File: src/rtl/mips_cpu_pkg.sv
// Shared CPU types and constants used by the fetch stage and the IM.
package mips_cpu_pkg;

    localparam int unsigned IM_DEPTH  = 1024;
    localparam int unsigned IM_AW_DEF = $clog2(IM_DEPTH);

    typedef logic [31:0]          pc_t;
    typedef logic [31:0]          inst_t;
    typedef logic [IM_AW_DEF-1:0] im_addr_t;

    localparam logic [31:0] ZERO      = 32'h0000_0000;
    localparam pc_t         RESET_VEC = 32'h0000_0000;

    // Force a target onto a word boundary; misalignment is silently dropped.
    function automatic pc_t align_pc(input pc_t addr);
        return {addr[31:2], 2'b00};
    endfunction

endpackage

File: src/rtl/if_pc_gen.sv
// Instruction-fetch PC generator: owns the PC, drives the synchronous-read IM
// and tags the instruction the IM returns one cycle later for the ID stage.
module if_pc_gen
    import mips_cpu_pkg::*;
#(
    parameter pc_t         RESET_PC = RESET_VEC,
    parameter int unsigned IM_AW    = $clog2(IM_DEPTH)
) (
    input  logic             cpu_clk_50M,
    input  logic             cpu_rst_n,
    input  logic             stall,
    input  logic             redirect_valid,
    input  logic [31:0]      redirect_pc,
    input  logic             flush,
    input  logic [31:0]      flush_pc,
    output logic [IM_AW-1:0] imaddr,
    output logic             imce,
    output logic [31:0]      fetch_pc,
    output logic [31:0]      id_pc,
    output logic             id_valid
);

    pc_t  pc_q;
    logic run_q;
    logic pend_valid;
    pc_t  pend_pc;

    // IM interface; a flush must fetch the vector even while ID is stalled.
    always_comb begin
        imce     = run_q & (~stall | flush);
        imaddr   = pc_q[IM_AW+1:2];
        fetch_pc = pc_q;
    end

    // PC, run flag and ID tag update in priority flush > stall > redirect > pending > seq.
    always_ff @(posedge cpu_clk_50M or negedge cpu_rst_n) begin
        if (!cpu_rst_n) begin
            pc_q     <= RESET_PC;
            run_q    <= 1'b0;
            id_pc    <= ZERO;
            id_valid <= 1'b0;
        end else if (!run_q) begin
            run_q <= 1'b1;
        end else if (flush) begin
            // Kill the in-flight fetch; id_pc is don't-care while invalid.
            pc_q     <= align_pc(flush_pc);
            id_valid <= 1'b0;
        end else if (stall) begin
            // IM output is frozen, so the ID tag must hold with it.
            pc_q     <= pc_q;
        end else begin
            id_pc    <= pc_q;
            id_valid <= 1'b1;
            if (redirect_valid) begin
                // Delay-slot fetch at the old pc_q stays live.
                pc_q <= align_pc(redirect_pc);
            end else if (pend_valid) begin
                pc_q <= align_pc(pend_pc);
            end else begin
                pc_q <= pc_q + 32'd4;
            end
        end
    end

    // Redirect captured during a stall, replayed when the stall drops; latest wins.
    always_ff @(posedge cpu_clk_50M or negedge cpu_rst_n) begin
        if (!cpu_rst_n) begin
            pend_valid <= 1'b0;
            pend_pc    <= ZERO;
        end else if (run_q) begin
            if (flush) begin
                pend_valid <= 1'b0;
            end else if (stall) begin
                if (redirect_valid) begin
                    pend_valid <= 1'b1;
                    pend_pc    <= redirect_pc;
                end
            end else begin
                pend_valid <= 1'b0;
            end
        end
    end

endmodule

File: config.mk
export PLATFORM = sky130hd
export DESIGN_NAME = if_pc_gen
export DESIGN_NICKNAME = d
export VERILOG_FILES = /design/src/rtl/mips_cpu_pkg.sv /design/src/rtl/if_pc_gen.sv
export SDC_FILE = /design/constraint.sdc
export NUM_CORES = 1
export LEC_CHECK = 0
export BUFFER_PORTS_ARGS = -buffer_cell sky130_fd_sc_hd__buf_2
export CAP_MARGIN = 20
export CORE_ASPECT_RATIO = 0.5
export CORE_MARGIN = 2
export CORE_UTILIZATION = 50
export CTS_CLUSTER_DIAMETER = 120
export CTS_CLUSTER_SIZE = 14
export DETAILED_ROUTE_END_ITERATION = 10
export HOLD_SLACK_MARGIN = 0.12
export PLACE_DENSITY = 0.77
export SYNTH_ARGS = -nofsm -noshare
export SYNTH_HDL_FRONTEND = slang
export SYNTH_SLANG_ARGS = --single-unit
File: constraint.sdc
create_clock -name cpu_clk_50M -period 2.5 [get_ports cpu_clk_50M]
set_input_delay 0.125 -clock cpu_clk_50M [delete_from_list [all_inputs] [get_ports cpu_clk_50M]]
set_output_delay 0.125 -clock cpu_clk_50M [all_outputs]
set_load 0.01 [all_outputs]
==> impl_metrics.yaml <==
routing:
  wl_um: 15450
  drtIter0Drc: 462
  antenna_left: 0
  wl_per_cell_um: 18.29
  drtPass1Iterations: 7
  via_per_inst: 5.787
  num_vias: 4890
  route.detailed.drc: 0
logic_synthesis:
  synth_cells: 546
  synth_edf_count: 0
  yosysWarnings: 0
  yosysUniqueCellTypes: 61
  synthArstFlopShare: 1.000
  avgSynthCellArea_um2: 9.373
  seq_area_frac_synth: 0.4548
  ys.flop_type: "dfrtp_1"
  ys_seq_elements: 93
  netlist_area_um2: 5117
final_layout:
  final_cells: 845
  utilization: 0.6443
  drive_gt1_frac: 0.3101
  syn_to_final_growth_pct: 26.97
  nets: 770
timing:
  hold_viol_final: 0
  max-slew-margin-rel: 0.5415
  worst_slack_ps: 253.5
  finalCritPeriodShare: 0.8986
  fin_skew_ps: 7.708
  maxSlewViolCount: 0
  max_freq_mhz: 445.1
  tightest_slew_ps: 687.8
  setup_viol: 0
  rsz0062_at_grt: "no"
  finalCriticalPeriod_ps: 2247
  setup_tns_ps: 0
clock_network:
  clock_latency_ps: 350
  clockRootBuffer: "clkbuf_16"
  clk_pin_slew_ps: 70
  cts-buffers-inserted: 9
  cts-htree-levels: 3
  cts_setup_buffers: 0
  clock-sinks: 93
  cts_tree: "done"
  ctsHoldBuffers: 36
  clockBufferDepth: 2
  ctsResizeCount: 0
die:
  start_util: 0.5074
  die_area_um2: 11110
  rows: 26
  ioPinCount: 145
  core_um2: 10080
  die_x_um: 147.1
  fp.dieH_um: 75.54
setup_path:
  r2r-end: "fetch_pc[24]"
  critPathBufInv: 0
  reg2reg_slack_ps: 250
  worstPathArrival_ps: 2480
  rr_worst_depth: 6
  cp.required_ps: 2740
  cp_cell_sequence: "ha_1, nand4_1, nor4_4, nand2_1, a31o_2, a32o_1"
  critPathCaptureType: "flip-flop"
  path_class: "flip-flop to flip-flop"
  r2r_start: "fetch_pc[3]"
  slowest_stage: "nor4_4"
  critPathMaxFanout: 7
  startpoint_type: "flip-flop"
  critPathTopFamily: "simple AND/OR/NAND/NOR gates"
  cpPeakStageDelay_ps: 580
run:
  maxCapViolations: 0
placed_design:
  dp_hpwl_um: 10680
  numPortBuffers: 136
  dp_worst_setup_slack_ps: 311.0
  dp_cells: 793
  routabilityCongestion: 0.8701
global_route:
  grt_pass1_wl_um: 24470
  grt_pass1_vias: 4687
  antenna_found_initial: 2
  grt.total_usage: 0.2846
  grt_max_degree: 50
  grt_overflow_total: 0
status:
  status: "finished, final reports clean"
worst_hold_path:
  holdPathEnd: "fetch_pc[12]"
  hold_class: "input port to flip-flop"
  min_path_cells: 3
  hold_start: "flush_pc[12]"
power_and_ir_drop:
  leakage_uw: 0.003044
  power_density_nw_per_um2: 710.0
  peakVddDrop_mv: 0.3757
-- metrics by stage --
step	instance area, µm²	power, µW	hold WS, ps
final	6497	4613	130.7
after floorplan	5129	2766	-170.6
after CTS	6492	4622	121.9
after global routing	6497	4852	139.8
after detailed placement	5852	3245	169.2
after global placement	5852	3198	166.5
-- synth_stat cells, types with 2 or more instances --
library cell  count  area [µm²]
a211o_1           3       26.28
a211oi_1          4       30.03
a21o_1            3       22.52
a21oi_1          20       100.1
a221o_1           2       20.02
a221oi_1         17       148.9
a2bb2oi_1         2       17.52
a31o_2            5       43.79
a31oi_1           5       31.28
a32o_1            5       50.05
and3_1            6       37.54
and4_1            2       17.52
buf_1             4       15.01
buf_2             5       25.02
buf_4            15       112.6
buf_6             2       22.52
clkbuf_1         23       86.33
clkbuf_8          3       41.29
conb_1            2       7.510
dfrtp_1          93        2327
inv_1            10       37.54
mux2_2           29       326.6
mux2i_1           3       30.03
nand2_1         117       439.2
nand2b_1         10       62.56
nand3_1          11       55.05
nand4_1          11       68.82
nand4_4           2       42.54
nor2_1           21       78.83
nor2b_1           5       31.28
nor3_1            8       40.04
nor4_1            2       12.51
nor4_4            2       42.54
o211ai_1          6       45.04
o21ai_0          34       170.2
o221ai_1          5       43.79
o22ai_1           6       37.54
o31ai_1           5       37.54
or2_2             2       12.51
or3_1             5       31.28
xnor2_1           5       43.79
xor2_1            7       61.31
-- layout by cell type, fill, tap and decap left out, types with 3 or more instances in the layout --
master	instances
buf_2	135
nand2_1	117
dfrtp_1	93
dlygate4sd3_1	36
o21ai_0	34
mux2_2	29
buf_4	21
nor2_1	20
a21oi_1	20
a221oi_1	17
nand4_1	11
nand3_1	11
nand2b_1	10
inv_1	10
clkbuf_16	9
nor3_1	8
xor2_1	7
and3_1	6
o211ai_1	6
o22ai_1	6
nor2b_1	5
a31oi_1	5
xnor2_1	5
o221ai_1	5
o31ai_1	5
a31o_2	5
a32o_1	5
or3_1	5
conb_1	5
a211oi_1	4
a211o_1	3
a21o_1	3
mux2i_1	3
-- worst register-to-register path, cell delays in order (launching register included) --
cell and delay, ps:
dfrtp_1 460, ha_1 230, nand4_1 260, nor4_4 580
nand2_1 150, a31o_2 260, a32o_1 190
-- kinds of logic after synthesis --
| logic type | Yosys count | synth area share |
|---|---|---|
| multiplexers | 32 | 0.06968 |
| other | 2 | 0.001468 |
| AND/OR/NAND/NOR | 213 | 0.2073 |
| flip-flops | 93 | 0.4548 |
| buffers and inverters | 63 | 0.06748 |
| adder cells (fa/ha/maj) | 1 | 0.002445 |
| AO/OA/AOI/OAI | 130 | 0.1763 |
| XOR/XNOR | 12 | 0.02054 |
-- registers in the layout, summed over array words and instances (netlist names) --
name,cells
fetch_pc,30
pend_valid,1
id_valid,1
run_q,1
pend_pc,30
id_pc,30
-- worst max-delay path by stage --
stage                         endpoint  slack (ps)        start  cells after the start
after floorplan           fetch_pc[24]         500  fetch_pc[2]                      6
after global placement    fetch_pc[24]         380  fetch_pc[3]                      6
after detailed placement  fetch_pc[24]         310  fetch_pc[3]                      6
after CTS                 fetch_pc[24]         300  fetch_pc[3]                      6
after global routing      fetch_pc[24]         100  fetch_pc[3]                      6
final                     fetch_pc[24]         250  fetch_pc[3]                      6
-- where the power goes --
part,leakage [µW],internal (µW),total (µW),switching [µW]
logic,0.00179,544,1170,625
registers,0.00112,1810,2110,306
clock network,0.000134,764,1330,568
-- per-layer routing --
metal / vias to the layer above / global-route usage / part of all wire
met5: - / 0 / 0
met4: 0 / 0.08440 / 0.019
met3: 31 / 0.06826 / 0.081
met2: 235 / 0.4772 / 0.48
met1: 2369 / 0.3783 / 0.42
li1: 2255 / - / -
-- layout make-up --
class	instances	area, µm²
multi-input combinational	393	2459
fill	838	3587
timing repair buffer	193	1214
clock inverter	4	51.30
inverter	10	37.54
tap	140	175.2
sequential	93	2327
clock buffer	10	229.0
antenna	2	5.005
(Power assumes the default switching activity.)
